## src/rtl/ham8b_encoder_tx_pkg.sv

```systemverilog
// ham8b_encoder_tx_pkg
// Shared definitions for the 8-bit Hamming link: transmitter FSM state
// encodings, frame size and the parity bit positions. The 12-bit corrector
// imports the same package so both sides agree on the codeword layout.
// No ports.
package ham8b_encoder_tx_pkg;

  typedef enum logic [1:0] {
    ST_IDLE  = 2'd0,
    ST_START = 2'd1,
    ST_DATA  = 2'd2,
    ST_STOP  = 2'd3
  } state_t;

  localparam int FRAME_DATA_BITS = 12;

  // Parity positions (1-based codeword positions).
  localparam int P1_POS = 1;
  localparam int P2_POS = 2;
  localparam int P4_POS = 4;
  localparam int P8_POS = 8;

  // Position p (1..12) lives at code[12-p], so p1 is the MSB.
  function automatic int code_idx(input int p);
    return FRAME_DATA_BITS - p;
  endfunction

endpackage

```

## src/rtl/ham8b_encoder_tx_encode.sv

```systemverilog
// ham8b_encode
// Purely combinational Hamming(12,8) encoder with even parity.
// Data bits data[7]..data[0] occupy positions 3,5,6,7,9,10,11,12.
// Parity P_k (at position 2^k) is the XOR of the data bits whose
// position index has bit k set.
// Ports:
//   i_data [7:0]  byte to encode
//   o_code [11:0] codeword, position p at o_code[12-p]
module ham8b_encode
  import ham8b_encoder_tx_pkg::*;
(
  input  logic [7:0]  i_data,
  output logic [11:0] o_code
);

  always_comb begin
    logic [11:0] v_code;
    logic        v_par;
    v_code = '0;
    v_code[code_idx(3)]  = i_data[7];
    v_code[code_idx(5)]  = i_data[6];
    v_code[code_idx(6)]  = i_data[5];
    v_code[code_idx(7)]  = i_data[4];
    v_code[code_idx(9)]  = i_data[3];
    v_code[code_idx(10)] = i_data[2];
    v_code[code_idx(11)] = i_data[1];
    v_code[code_idx(12)] = i_data[0];
    for (int k = 0; k < 4; k++) begin
      v_par = 1'b0;
      for (int p = 1; p <= FRAME_DATA_BITS; p++) begin
        // The only power-of-two position with bit k set is 2^k itself,
        // so excluding it leaves exactly the covered data bits.
        if (((p >> k) & 1) == 1 && p != (1 << k))
          v_par = v_par ^ v_code[code_idx(p)];
      end
      v_code[code_idx(1 << k)] = v_par;
    end
    o_code = v_code;
  end

endmodule

```

## src/rtl/ham8b_encoder_tx.sv

```systemverilog
// ham8b_encoder_tx
// Hamming(12,8) encoder and serial transmitter. Accepts one byte per
// handshake, encodes it and sends a frame: start bit (0), 12 code bits
// MSB first, stop bit (1); each bit lasts CLKS_PER_BIT cycles.
//
// Handshake: a byte is taken on a rising clk edge where i_data_valid and
// o_data_ready are both high. o_data_ready is high only while idle; valid
// seen at any other time is ignored and nothing is buffered.
//
// Ports:
//   clk, rst_n     clock, asynchronous active-low reset
//   i_data_in      byte to encode
//   i_data_valid   source has a byte
//   o_data_ready   idle, can accept a byte (registered, 0 in reset)
//   o_code_out     codeword of last accepted byte, held until next accept
//   o_tx           serial line, idles high
//   o_busy         frame in progress
//   o_done         one-cycle pulse after the stop bit completes
//   o_state        current FSM state
module ham8b_encoder_tx
  import ham8b_encoder_tx_pkg::*;
#(
  parameter int CLKS_PER_BIT = 4
) (
  input  logic        clk,
  input  logic        rst_n,
  input  logic [7:0]  i_data_in,
  input  logic        i_data_valid,
  output logic        o_data_ready,
  output logic [11:0] o_code_out,
  output logic        o_tx,
  output logic        o_busy,
  output logic        o_done,
  output state_t      o_state
);

  localparam int BAUD_W = (CLKS_PER_BIT > 1) ? $clog2(CLKS_PER_BIT) : 1;
  localparam logic [BAUD_W-1:0] BAUD_MAX = BAUD_W'(CLKS_PER_BIT - 1);
  localparam logic [3:0]        BIT_MAX  = 4'(FRAME_DATA_BITS - 1);

  state_t            r_state;
  state_t            w_next;
  logic [BAUD_W-1:0] r_baud;
  logic [3:0]        r_bit_cnt;
  logic [11:0]       r_shift;
  logic [11:0]       r_code;
  logic              r_ready;
  logic              r_done;
  logic [11:0]       w_enc;
  logic              w_baud_last;
  logic              w_accept;

  ham8b_encode u_encode (
    .i_data (i_data_in),
    .o_code (w_enc)
  );

  assign w_baud_last = (r_baud == BAUD_MAX);
  assign w_accept    = (r_state == ST_IDLE) && i_data_valid && r_ready;

  always_comb begin
    w_next = r_state;
    case (r_state)
      ST_IDLE:  if (w_accept) w_next = ST_START;
      ST_START: if (w_baud_last) w_next = ST_DATA;
      ST_DATA:  if (w_baud_last && r_bit_cnt == BIT_MAX) w_next = ST_STOP;
      ST_STOP:  if (w_baud_last) w_next = ST_IDLE;
      default:  w_next = ST_IDLE;
    endcase
  end

  always_ff @(posedge clk or negedge rst_n) begin
    if (!rst_n) begin
      r_state <= ST_IDLE;
    end else begin
      r_state <= w_next;
    end
  end

  always_ff @(posedge clk or negedge rst_n) begin
    if (!rst_n) begin
      r_baud    <= '0;
      r_bit_cnt <= '0;
      r_shift   <= '0;
      r_code    <= '0;
      r_ready   <= 1'b0;
      r_done    <= 1'b0;
    end else begin
      // Baud counter runs only inside a frame and wraps at each bit boundary.
      if (r_state == ST_IDLE || w_baud_last) r_baud <= '0;
      else                                   r_baud <= r_baud + 1'b1;

      if (r_state != ST_DATA)
        r_bit_cnt <= '0;
      else if (w_baud_last)
        r_bit_cnt <= (r_bit_cnt == BIT_MAX) ? 4'd0 : r_bit_cnt + 4'd1;

      if (w_accept) begin
        r_shift <= w_enc;
        r_code  <= w_enc;
      end else if (r_state == ST_DATA && w_baud_last) begin
        r_shift <= {r_shift[10:0], 1'b0};
      end

      // Ready follows the state we are about to enter, so it is high in the
      // done cycle and a back-to-back byte can be taken there.
      r_ready <= (w_next == ST_IDLE);
      r_done  <= (r_state == ST_STOP) && (w_next == ST_IDLE);
    end
  end

  // Line level decoded from registered state, so reset forces it high at once.
  always_comb begin
    o_tx = 1'b1;
    case (r_state)
      ST_START: o_tx = 1'b0;
      ST_DATA:  o_tx = r_shift[11];
      default:  o_tx = 1'b1;
    endcase
  end

  assign o_busy       = (r_state != ST_IDLE);
  assign o_data_ready = r_ready;
  assign o_code_out   = r_code;
  assign o_done       = r_done;
  assign o_state      = r_state;

endmodule
```

## config.mk

```make
export PLATFORM = sky130hd
export DESIGN_NAME = ham8b_encoder_tx
export DESIGN_NICKNAME = d
export VERILOG_FILES = /design/src/rtl/ham8b_encoder_tx_pkg.sv /design/src/rtl/ham8b_encoder_tx_encode.sv /design/src/rtl/ham8b_encoder_tx.sv
export SDC_FILE = /design/constraint.sdc
export NUM_CORES = 1
export LEC_CHECK = 0
export CORE_MARGIN = 4
export CORE_UTILIZATION = 55
export DETAILED_ROUTE_END_ITERATION = 12
export GPL_TIMING_DRIVEN = 0
export PLACE_DENSITY = 0.83
export SYNTH_ARGS = -nofsm -noshare
export SYNTH_HDL_FRONTEND = slang
export SYNTH_SLANG_ARGS = --single-unit
```

## constraint.sdc

```tcl
create_clock -name clk -period 2.1 [get_ports clk]
set_clock_uncertainty 0.1 [all_clocks]
set_input_delay 0.42 -clock clk [delete_from_list [all_inputs] [get_ports clk]]
set_output_delay 0.42 -clock clk [all_outputs]
set_load 0.005 [all_outputs]
```

# After elaboration in Yosys (flattened, before gate mapping)
# Cells that the tools add are included.
# totals
reg_bits	34
inputBits	11
output_inout_bits	18
elab_cells	52
# classes
n_addsub	2
muxes	12
n_reduce_logical	11
n_bitwise	14
n_eq_ne	6
# op_table
cell	count
$mux W12	2
$xor A1 B1 Y1	14
$mux W4	3
$mux W2	5
$pmux W2 S4	1
$eq A2 B2 Y1 const B	3
$reduce_bool A2 Y1	3
$logic_and A1 B1 Y1	5
$add A4 B1 Y4 const B	1
$eq A4 B4 Y1 const B	1
$logic_not A2 Y1	2
$add A2 B1 Y2 const B	1
$eq A2 B1 Y1 const B	1
$ne A2 B2 Y1 const B	1
$pmux W1 S2	1
$logic_or A1 B1 Y1	1

# Logic depth before layout (Yosys ltp)
# logic_depth
depth_word	7
mapped_depth	5
mapped_depth_nobuf	4

# Hierarchy
# From an unflattened synthesis, not the netlist that was laid out.
# hier_totals
hier_cells	159
area_unflattened_um2	1629.1
# modules_own_cells
module	area_each_um2	n_inst	cells_each
ham8b_encoder_tx	1457.6	1	140
ham8b_encode	171.4	1	19

# Worst setup path after synthesis
# Ideal clock, no wire load.
# synth_path
kind	register to register
from	register r_state[1] (netlist: o_state[1])
to	register r_shift[1]
synth_period_minus_slack_ns	1.474
setup_time_ns	0.126
required_time_ns	1.874
arrival_ns	1.248
path_stages_with_launch	5
path_buffers	1
slack_ns	0.626
path_cell_list	dfrtp_1 -> buf_2 -> nor4bb_4 -> nor2_1 -> a221o_1
# synth_via
elab_chain_len	4
word_cells_on_any_way	7
cone_classes	eq/ne (1); mux (1); reduce/logical (5)
# synth_rtl
element	line_no	source
start, declared	ham8b_encoder_tx.sv:41	state_t r_state;
start signal, assigned	ham8b_encoder_tx.sv:76	r_state <= w_next;
$logic_not A2 Y1	ham8b_encoder_tx.sv:59	assign w_accept = (r_state == ST_IDLE) && i_data_valid && r_ready;
$logic_and A1 B1 Y1 (2 in series)	ham8b_encoder_tx.sv:59	
$mux W12 or $reduce_bool A2 Y1 (tied branches)	--	
end signal, assigned	ham8b_encoder_tx.sv:99	r_shift <= w_enc;
end signal, assigned	ham8b_encoder_tx.sv:102	r_shift <= {r_shift[10:0], 1'b0};
end, declared	ham8b_encoder_tx.sv:45	logic [11:0] r_shift;
# Parallel ways exist; a longest one is shown, timed or not.
# A chain may end at the register's enable or synchronous reset.

# Worst setup path in the final report
# layout_path
from	register r_state[1] (netlist: o_state[1])
to	output o_busy
# layout_via
elab_chain_len	1
# layout_rtl
element	line_no	source
$reduce_bool A2 Y1	ham8b_encoder_tx.sv:122	assign o_busy = (r_state != ST_IDLE);
end, declared	ham8b_encoder_tx.sv:32	output logic o_busy,
# Every way passes these cells.

==> summary.txt <==
Critical path
  – Critical path class: flop to output pin
  – CP Launch Type: flop
  – R2R Path Start: o_state[0]
  – Critical Path AT: 1.48 ns
  – Worst reg2reg endpoint: r_shift[6]
  – Worst r2r path cells: 5
  – Critical Path Sink Type: output pin
  – CP required: 1.58 ns
  – Flop2flop setup slack: 0.45 ns
  – Worst Path Max Fanout: 8

Place
  – Dpl cells: 196
  – # port buffers: 28
  – Hpwl dp: 2430 um
  – Post-Place Worst Slack: around 0.09 ns
  – Final GP Congestion: 0.772

Drt
  – DRC viols: 0
  – DR WL/cell: 15.9 um
  – Met1 Wirelength: 1420 um
  – Met3 WL: 178 um
  – Post-route ant nets: 0
  – Routed length on met2: 1610 um
  – Drt pass-1 iters: 4
  – Via count: about 1200
  – Initial detailed-routing violation count: 52
  – Post-DR vias/cell: 5.59
  – Top sig layer: met4
  – WL final: around 3300 um

STA
  – Setup Viol. Count Final: 0
  – Final hold vios: 0
  – Least-Margin Pin Slew: 0.726 ns
  – Final Max Slew Viols: 0
  – Setup_tns: 0 ns
  – Hold_ws: ~0.016 ns
  – Max Clk Rate: between 0.5 and 0.6 GHz
  – Final setup margin: 0.102 ns
  – Tmin final: between 1.5 and 2 ns
  – Headroom to the max-slew limit: 51.6%
  – Fin crit share: between 90% and 100%
  – RSZ-0062 raised after global routing: no

Logic synthesis
  – Unique masters post-synth: 29
  – Synthesized cell area: between 1500 and 2000 um2
  – #FFs+latches synth: 34
  – Area leader, netlist: dfrtp_1
  – Post-synth top area share: between 50 and 60%
  – Sequential fraction of the synthesis area: 54.6%
  – Synthesis Warnings: 0
  – Synth area leaders: dfrtp_1 55%, xnor2_1 5.1%, nand2_1 4.1%
  – Cells after Synth: 137
  – Net Count, Synth: 150
  – Synth Area per Inst: 11.4 um2

Status
  – Outcome: completed

Power
  – Switching power share of the total: 22.9%
  – Peak VDD IR: around 530 uV
  – PD cells: 566 nW/um2
  – Power consumption: between 1 and 1.5 mW
  – Net switching power figure: approximately 250 uW
  – Flop pwr share: roughly 59%
  – Int Pwr: 858 uW
  – Leak: about 0.96 nW
  – Comb pwr share: ~7.2%
  – Clock Power Share: 34.0%

Clocking
  – Clock Sinks: 34
  – Worst-path clk slew: roughly 0.10 ns
  – Clk Latency, worst-skew pair: 0.34 ns
  – H-tree Lvls: 2
  – TritonCTS Buffers: 5
  – Root Buffer: clkbuf_4
  – CTS tree: done
  – Clock Tree Buf Depth: 2

Die
  – Core area: 2730 um2
  – Core Rows: 19
  – Chip height: 61.2 um
  – Die Wd: 61.2 um
  – Starting Density: 57.0%
  – I/O pin count: 29
  – Die Area: 3750 um2

Cells and area
  – Diodes inserted: 0
  – Area grow syn2layout: 26.3%
  – Non-Filler Instances: 206
  – Layout cells sized above 1: 11.4%
  – Nets: 187
  – Fill count: 213

Global routing
  – Vias in the first global route: around 1200
  – Initial antenna violation count: 0
  – First-pass GRT wire length: about 5300 um
  – Overflow after GRT: 0
  – Largest net degree at the start of global routing: 35
  – Global Route Usage Sum: 20.2%

Job
  – Max cap viols: 0

Min path
  – Hold WC Path Type: primary input to async pin
[power by group through the flow]
stage                     clock network [mW]  logic [mW]  registers (mW)
after global placement                     0      0.0813           0.667
after CTS                              0.386      0.0821           0.654
after detailed placement                   0      0.0812           0.667
final                                  0.379      0.0802           0.654
after global routing                   0.410      0.0882           0.654
after floorplan                            0      0.0388           0.667
[what timing repair did]
action,in CTS,in global routing
gates resized for setup,6,1
pin swaps,0,1
gates cloned,0,0
buffers inserted,2,0
endpoints found under the setup margin,2,1
hold buffers,0,0
[cell families after synthesis]
family	share of synthesized area, %
multiplexers	3.21
flip-flops	54.6
adder cells (fa/ha/maj)	1.61
XOR/XNOR	7.95
buffers and inverters	3.69
AO/OA/AOI/OAI	13.7
AND/OR/NAND/NOR	15.3
[cell usage after synthesis]
cell	number
a21oi_1	3
dfrtp_1	34
o31a_1	1
or2_1	1
a21boi_0	1
inv_1	6
buf_2	4
a221o_1	6
and3b_4	1
xnor2_1	9
and3_1	1
o221ai_1	3
and4b_1	1
clkbuf_1	1
nor3b_1	1
buf_6	1
mux2i_1	5
o21ai_0	10
nor2_1	9
ha_1	2
and2_1	6
xnor3_1	2
nor2b_1	1
nor4bb_4	1
nand4bb_1	1
nand2b_1	2
nand2_1	17
a21o_1	6
nor3_1	1
[layout by cell type (no fill, tap or decap), types with 2 or more instances in the layout]
master and n:
mux2i_1 5, dfrtp_1 33, clkdlybuf4s50_1 26, nand2_1 17, a221o_1 6, xnor3_1 2, nor2_1 8, inv_1 6
a21oi_1 3, buf_6 2, buf_4 2, ha_1 2, clkbuf_1 2, o21ai_0 10, clkbuf_4 5, buf_2 4
a21o_1 6, xnor2_1 9, o221ai_1 3, and2_1 6
[flip-flops by register name (all words and copies together) (netlist names)]
name and cells:
o_code_out 12, r_shift 12, r_bit_cnt 4, o_state 2, r_baud 2, o_data_ready 1
o_done 1
[per-stage QoR]
stage	instance area, um2	util, %
finish	1970	72.0
global route	1970	72.0
CTS	1960	71.9
detailed placement	1870	68.5
global placement	1880	68.6
floorplan	1560	-
[area by class of cell]
cell class | instances | area, um2 | share of cell area [%]
sequential | 34 | 852 | 43.3
multi-input combinational | 91 | 664 | 33.8
timing repair buffer | 30 | 289 | 14.7
clock buffer | 7 | 55.1 | 2.80
buffer | 6 | 41.3 | 2.10
tap | 31 | 38.8 | 1.97
inverter | 6 | 22.5 | 1.14
clock inverter | 1 | 5.00 | 0.254
[metal layers]
layer / vias to the layer above / global-route usage [%]
met3: 8 / 7.13
met5: - / 0
met2: 33 / 32.9
li1: 548 / -
met4: 0 / 7.43
met1: 563 / 24.8
[worst max-delay path: stages (launching register included)]
cell and delay (ns):
dfrtp_1 0.40, buf_6 0.15, nor2_4 0.11, inv_1 0.05
clkdlybuf4s50_1 0.43
[how the worst max path moves through the flow]
stage / cells after the start / end / start / slack (ns)
finish: 4 / o_busy / o_state[1] / 0.10
global route: 4 / o_busy / o_state[1] / 0.02
CTS: 4 / o_busy / o_state[1] / 0.04
detailed placement: 5 / r_shift[6] / i_data_valid / 0.09
global placement: 1 / r_bit_cnt[1] / rst_n / -0.12
floorplan: 4 / r_shift[1] / o_state[1] / 0.63
Note: power is estimated with default switching activity, not from simulation.
